$ cat src/rtl/albacore_io_ctrl.sv
`default_nettype none
// ============================================================================
//  Module   : albacore_io_ctrl
//  Brief    : Memory-mapped board I/O controller for the albacore bus.
//             Switch/button synchronisers, sticky button-edge flags, LED and
//             hex-display registers, prescaled timer with compare-match flag.
//  Revision : 1.0 - initial release
// ============================================================================
module albacore_io_ctrl #(
   parameter int                DATA_W         = 16,
   parameter int                ADDR_W         = 16,
   parameter logic [ADDR_W-1:0] IO_BASE        = 16'hFF00,
   parameter int                N_SW           = 16,
   parameter int                N_BTN          = 4,
   parameter int                BTN_ACTIVE_LOW = 1,
   parameter int                N_LEDR         = 16,
   parameter int                N_LEDG         = 8,
   parameter int                PRESCALE       = 50000
) (
   input  logic              clk,
   input  logic              rst_n,
   input  logic [ADDR_W-1:0] addr,
   input  logic [DATA_W-1:0] din,
   input  logic              we,
   output logic              io_hit,
   output logic [DATA_W-1:0] rd_data,
   input  logic [N_SW-1:0]   switch,
   input  logic [N_BTN-1:0]  button,
   output logic [N_LEDR-1:0] led_red,
   output logic [N_LEDG-1:0] led_green,
   output logic [15:0]       hex7_hex4,
   output logic [15:0]       hex3_hex0,
   output logic              irq
);

   // Prescaler needs at least one bit even when every cycle is a tick.
   localparam int              PS_W       = (PRESCALE > 1) ? $clog2(PRESCALE) : 1;
   localparam logic [PS_W-1:0] C_PS_LAST  = PS_W'(PRESCALE - 1);
   // Raw level of a released button; synchronisers park here in reset.
   localparam logic [N_BTN-1:0] C_BTN_IDLE = (BTN_ACTIVE_LOW != 0) ? {N_BTN{1'b1}} : {N_BTN{1'b0}};

   logic [N_SW-1:0]   r_sw_meta, r_sw_sync;
   logic [N_BTN-1:0]  r_btn_meta, r_btn_sync, r_btn_prev, r_btn_edge;
   logic [N_LEDR-1:0] r_ledr;
   logic [N_LEDG-1:0] r_ledg;
   logic [15:0]       r_hex_hi, r_hex_lo;
   logic [DATA_W-1:0] r_timer, r_timer_cmp;
   logic [PS_W-1:0]   r_presc;
   logic              r_match;

   logic [3:0]        w_off;
   logic              w_wr;
   logic [N_BTN-1:0]  w_btn_press, w_btn_rise, w_edge_clr;
   logic              w_tick, w_wr_timer, w_match_set, w_match_clr;
   logic [DATA_W-1:0] w_timer_inc, w_rd_sel;

   assign io_hit      = (addr[ADDR_W-1:4] == IO_BASE[ADDR_W-1:4]);
   assign w_off       = addr[3:0];
   assign w_wr        = we & io_hit;

   // Buttons normalised so that 1 always means pressed.
   assign w_btn_press = r_btn_sync ^ C_BTN_IDLE;
   assign w_btn_rise  = w_btn_press & ~r_btn_prev;
   assign w_edge_clr  = (w_wr && w_off == 4'd2) ? N_BTN'(din) : {N_BTN{1'b0}};

   assign w_tick      = (r_presc == C_PS_LAST);
   assign w_wr_timer  = w_wr && (w_off == 4'd7);
   assign w_timer_inc = r_timer + DATA_W'(1);
   // A timer write suppresses the tick, so it also cannot raise a match.
   assign w_match_set = w_tick && !w_wr_timer && (w_timer_inc == r_timer_cmp);
   assign w_match_clr = w_wr && (w_off == 4'd9) && din[0];

   assign led_red     = r_ledr;
   assign led_green   = r_ledg;
   assign hex7_hex4   = r_hex_hi;
   assign hex3_hex0   = r_hex_lo;
   assign irq         = r_match | (|r_btn_edge);

   // Two-flop synchronisers plus the previous pressed level for edge detect.
   always_ff @(posedge clk or negedge rst_n) begin
      if (!rst_n) begin
         r_sw_meta  <= '0;
         r_sw_sync  <= '0;
         r_btn_meta <= C_BTN_IDLE;
         r_btn_sync <= C_BTN_IDLE;
         r_btn_prev <= '0;
      end else begin
         r_sw_meta  <= switch;
         r_sw_sync  <= r_sw_meta;
         r_btn_meta <= button;
         r_btn_sync <= r_btn_meta;
         r_btn_prev <= w_btn_press;
      end
   end

   // Sticky edge flags: a new edge beats a same-cycle write-1-to-clear.
   always_ff @(posedge clk or negedge rst_n) begin
      if (!rst_n) r_btn_edge <= '0;
      else        r_btn_edge <= (r_btn_edge & ~w_edge_clr) | w_btn_rise;
   end

   // Plain read/write registers, truncated to their widths.
   always_ff @(posedge clk or negedge rst_n) begin
      if (!rst_n) begin
         r_ledr      <= '0;
         r_ledg      <= '0;
         r_hex_hi    <= '0;
         r_hex_lo    <= '0;
         r_timer_cmp <= '1;
      end else if (w_wr) begin
         case (w_off)
            4'd3:    r_ledr      <= N_LEDR'(din);
            4'd4:    r_ledg      <= N_LEDG'(din);
            4'd5:    r_hex_hi    <= 16'(din);
            4'd6:    r_hex_lo    <= 16'(din);
            4'd8:    r_timer_cmp <= din;
            default: ;
         endcase
      end
   end

   // Prescaler and timer; a write to TIMER restarts both.
   always_ff @(posedge clk or negedge rst_n) begin
      if (!rst_n) begin
         r_presc <= '0;
         r_timer <= '0;
      end else if (w_wr_timer) begin
         r_presc <= '0;
         r_timer <= '0;
      end else if (w_tick) begin
         r_presc <= '0;
         r_timer <= w_timer_inc;
      end else begin
         r_presc <= r_presc + PS_W'(1);
      end
   end

   // Sticky compare-match flag: set beats a same-cycle clear.
   always_ff @(posedge clk or negedge rst_n) begin
      if (!rst_n) r_match <= 1'b0;
      else        r_match <= (r_match & ~w_match_clr) | w_match_set;
   end

   // Read mux over the pre-write register values.
   always_comb begin
      w_rd_sel = '0;
      case (w_off)
         4'd0:    w_rd_sel = DATA_W'(r_sw_sync);
         4'd1:    w_rd_sel = DATA_W'(w_btn_press);
         4'd2:    w_rd_sel = DATA_W'(r_btn_edge);
         4'd3:    w_rd_sel = DATA_W'(r_ledr);
         4'd4:    w_rd_sel = DATA_W'(r_ledg);
         4'd5:    w_rd_sel = DATA_W'(r_hex_hi);
         4'd6:    w_rd_sel = DATA_W'(r_hex_lo);
         4'd7:    w_rd_sel = r_timer;
         4'd8:    w_rd_sel = r_timer_cmp;
         4'd9:    w_rd_sel = DATA_W'({|r_btn_edge, r_match});
         default: w_rd_sel = '0;
      endcase
   end

   // Registered read data, zero outside the window.
   always_ff @(posedge clk or negedge rst_n) begin
      if (!rst_n) rd_data <= '0;
      else        rd_data <= io_hit ? w_rd_sel : '0;
   end

endmodule
`default_nettype wire
$ cat config.mk
export PLATFORM = sky130hd
export DESIGN_NAME = albacore_io_ctrl
export DESIGN_NICKNAME = d
export VERILOG_FILES = /design/src/rtl/albacore_io_ctrl.sv
export SDC_FILE = /design/constraint.sdc
export NUM_CORES = 1
export LEC_CHECK = 0
export CAP_MARGIN = 20
export CORE_MARGIN = 8
export CORE_UTILIZATION = 25
export DETAILED_ROUTE_END_ITERATION = 10
export PLACE_DENSITY = 0.45
export SYNTH_ARGS = -nofsm -noshare
export SYNTH_HDL_FRONTEND = slang
export SYNTH_SLANG_ARGS = --single-unit
$ cat constraint.sdc
create_clock -name clk -period 2.6 [get_ports clk]
set_input_delay 0.39 -clock clk [delete_from_list [all_inputs] [get_ports clk]]
set_output_delay 0.39 -clock clk [all_outputs]
set_load 0.1 [all_outputs]
==> flow_summary.rst <==
.. list-table::
   :header-rows: 1

   * - Metric
     - Value
   * - Result of the run
     - finished clean
   * - Hold slack
     - 352 ps
   * - Synthesis Warnings
     - 0
   * - Detailed-route wire length per cell
     - 19.8 um
   * - Peak clock frequency supported by timing
     - roughly 0.45 GHz
   * - Pwr/cell area
     - 566 nW/um^2
   * - Slew at the pin closest to its max-slew limit
     - 478 ps
   * - Filler cell count in the final layout
     - 2,999
   * - I/O Pins
     - 129
   * - Part of the cycle the worst path needs
     - 0.862
   * - Post-synth ARST share
     - 1.00
   * - Post-Synthesis Cells
     - 597
   * - Post-route insts no fill
     - 1,155
   * - Level count of the clock H-tree
     - 4
   * - Cell family with most CP delay
     - simple AND/OR/NAND/NOR gates
   * - Number of rows in the core area
     - 63
   * - Area taken by flip-flops and latches
     - between 4000 and 5000 um^2
   * - TritonCTS sink count
     - 169
   * - Ant diodes
     - 0
   * - Top library cells by usage in the layout, fill and taps aside
     - sky130_fd_sc_hd__dfrtp_1 (145), sky130_fd_sc_hd__buf_4 (106), sky130_fd_sc_hd__mux2_2 (60)
   * - Via count normalized by instance count
     - 4.71
   * - Unrepaired setup endpoints after global routing
     - false
   * - Root buffer cell
     - sky130_fd_sc_hd__clkbuf_16
   * - Worst relative slew slack
     - 0.681
   * - CP Data Required Time
     - 2950 ps
   * - Die W
     - ~190 um
   * - Post-synthesis net count
     - 654
   * - Endpoint class of the critical path
     - register
   * - Number of nets still failing antenna checks after routing
     - 0
   * - Count of buffers added by post-CTS timing repair for setup
     - 0
   * - Register-to-Register Setup Slack
     - 360 ps
   * - Core Area
     - 29,300 um^2
   * - Total of flip-flops plus latches after synthesis
     - 169
   * - Fin util
     - 0.334
   * - Kind of critical path
     - register to register
   * - Crit path DAT
     - 2590 ps
   * - Global router's overall resource usage
     - 0.131
   * - Area taken by multi-input logic gates
     - 2930 um^2
   * - Total via count in the routed design
     - between 5,000 and 6,000
   * - Clock Pin Slew Worst Setup and Hold Paths
     - 80 ps
   * - Number of flops mapped to enable cells by yosys
     - 0
   * - Initial core utilization
     - 0.251
   * - Crit-path cells
     - ha_1 -> nand2_1 -> nor4_2 -> xnor2_1 -> or4_1 -> o21ai_1
   * - Commonest non-fill, non-tap cell in the layout
     - sky130_fd_sc_hd__dfrtp_1
   * - Layout area overhead
     - 33.2%
   * - GP Congestion
     - 0.853
   * - DRC errors left
     - 0
   * - First-pass GRT wire length
     - 36,000 um
   * - Count of buffering cells on the critical path with inverters included
     - 0
   * - Largest net degree at the start of global routing
     - between 60 and 70
   * - Die ar.
     - around 35,000 um^2
   * - Number of setup violations in the final report
     - 0
   * - Final #Nets
     - 809
   * - Min Clock Period, post-route
     - between 2000 and 2500 ps
   * - Setup crit start kind
     - register
   * - Post-detailed-placement half-perimeter wirelength
     - 16,800 um
   * - Max rail drop VDD
     - a little over 300 uV
   * - Routed WL
     - between 20,000 and 25,000 um
   * - Post-Syn Area per Cell
     - 12.3 um^2
   * - Max-cap viol count
     - 0
   * - Clock tree from TritonCTS
     - yes
   * - Share of cells above drive strength 1
     - 0.328
   * - Clock insertion delay at the later pin of the skew report
     - 440 ps
   * - Worst-path maximum fanout
     - 5
   * - Leak pwr
     - 4.36 nW
   * - Number of global-route vias before repair
     - 5,945
   * - Number of buffers added by the clock tree synthesis step
     - 17
   * - Cell area after synthesis
     - ~7400 um^2
   * - Post-CTS sizing
     - 0
   * - Count of unique library cells instantiated by Yosys
     - 60
   * - Total count of max-transition violations in the final report
     - 0
   * - Iter 0 DRT Violations
     - 412
   * - Slowest stage cell, crit path
     - sky130_fd_sc_hd__dfrtp_1
   * - Worst hold-check path type
     - register to register
   * - Initial antenna violation count
     - 0
   * - Flip-flop cell with the highest count after synthesis
     - sky130_fd_sc_hd__dfrtp_1
   * - Die Height
     - 188 um
   * - Port bufs
     - 128
   * - Critical Path Max Stage Delay
     - about 500 ps
   * - Seq/Total Area, Yosys
     - 0.579
   * - Placed cell count
     - 1,122
   * - Remaining Overflow, GRT
     - 0
   * - Final-report hold violation count
     - 0
   * - First-pass iteration count of the detailed router
     - 5
   * - Post-Route Skew
     - 12.4 ps
   * - Buffers from clock root to sink, at most
     - 2
   * - Hold bufs inserted after CTS
     - 1
[metrics by stage]
step                power (W)  TNS (ps)  setup slack (ps)  instance area, um^2
detailed placement    0.00307      -153             -17.3                 9190
global placement      0.00306      -573             -43.5                 9190
floorplan             0.00285         0               204                 7360
CTS                   0.00563         0               349                 9800
finish                0.00555         0               358                 9800
global route          0.00576         0               195                 9800
[power breakdown]
part | internal [W] | switching [W] | leakage [nW]
Clock | 0.00130 | 0.00123 | 0.290
Sequential | 0.00269 | 0.0000373 | 2.06
Combinational | 0.000137 | 0.000155 | 2.01
[worst paths after layout]
path	start	endpoint	cells after the start
setup / recovery	r_timer[0]	r_match	6
hold / removal	r_sw_meta[13]	r_sw_sync[13]	0
setup reg to reg	r_timer[0]	r_match	6
hold reg to reg	r_sw_meta[13]	r_sw_sync[13]	0
max in group asynchronous	rst_n	r_timer_cmp[3]	3
min in group asynchronous	rst_n	r_sw_meta[0]	2
[area by class of cell]
type | instances | share of cell area
sequential | 169 | 0.435
multi-input combinational | 386 | 0.299
timing repair buffer | 168 | 0.152
tap | 390 | 0.0498
clock buffer | 17 | 0.0434
clock inverter | 15 | 0.0176
inverter | 10 | 0.00383
[layer usage]
metal  routed length (um)  part of all wire  vias to the layer above  GRT usage
li1                     -                 -                     2461          -
met1                 9760              0.43                     2828      0.159
met3                  883             0.039                       25     0.0236
met5                    0                 0                        -          0
met2                11800              0.51                      131      0.227
met4                  436             0.019                        0     0.0515
[synthesized netlist by cell type, types with 3 or more instances]
master | count | area share
sky130_fd_sc_hd__nor3b_1 | 3 | 0.0031
sky130_fd_sc_hd__nand3_1 | 12 | 0.0082
sky130_fd_sc_hd__or3_1 | 3 | 0.0026
sky130_fd_sc_hd__a31oi_1 | 18 | 0.015
sky130_fd_sc_hd__mux2i_1 | 3 | 0.0041
sky130_fd_sc_hd__and3_1 | 8 | 0.0068
sky130_fd_sc_hd__nor3_2 | 3 | 0.0041
sky130_fd_sc_hd__inv_1 | 10 | 0.0051
sky130_fd_sc_hd__o2bb2ai_1 | 3 | 0.0036
sky130_fd_sc_hd__nand4_1 | 4 | 0.0034
sky130_fd_sc_hd__dfstp_2 | 24 | 0.086
sky130_fd_sc_hd__o21ai_0 | 16 | 0.011
sky130_fd_sc_hd__nand2_1 | 31 | 0.016
sky130_fd_sc_hd__mux2_2 | 60 | 0.092
sky130_fd_sc_hd__nand3b_1 | 4 | 0.0041
sky130_fd_sc_hd__nand2b_1 | 8 | 0.0068
sky130_fd_sc_hd__nor2_1 | 46 | 0.023
sky130_fd_sc_hd__clkbuf_1 | 14 | 0.0071
sky130_fd_sc_hd__a22oi_1 | 34 | 0.035
sky130_fd_sc_hd__xnor2_1 | 32 | 0.038
sky130_fd_sc_hd__a21oi_1 | 8 | 0.0054
sky130_fd_sc_hd__a221oi_1 | 4 | 0.0048
sky130_fd_sc_hd__a222oi_1 | 6 | 0.0082
sky130_fd_sc_hd__dfrtp_1 | 145 | 0.49
sky130_fd_sc_hd__nor2b_1 | 4 | 0.0034
sky130_fd_sc_hd__mux2_1 | 12 | 0.018
sky130_fd_sc_hd__or4_1 | 3 | 0.0031
sky130_fd_sc_hd__nor4_1 | 6 | 0.0051
sky130_fd_sc_hd__xor2_1 | 14 | 0.017
sky130_fd_sc_hd__nor3_1 | 10 | 0.0068
sky130_fd_sc_hd__buf_2 | 13 | 0.0088
[logic make-up (layout without fill, tap and decap cells)]
kind of cell,count (synthesis),after routing,share of synthesized area
AOI/OAI and AO/OA,98,98,0.0930
xor gates and xnor gates,47,47,0.0570
adders and majority gates,2,2,0.00340
buffers and inverters,42,210,0.0257
DFF,169,169,0.579
muxes,75,75,0.114
and+or+nand+nor,164,164,0.128
[state kept, by name (all words and copies together) (netlist names)]
name	count
hex3_hex0	16
hex7_hex4	16
led_green	8
led_red	16
r_btn_edge	4
r_btn_meta	4
r_btn_prev	4
r_btn_sync	4
r_match	1
r_presc	16
r_sw_meta	16
r_sw_sync	16
r_timer	16
r_timer_cmp	16
rd_data	16
Power figures use the tool's default switching activity.
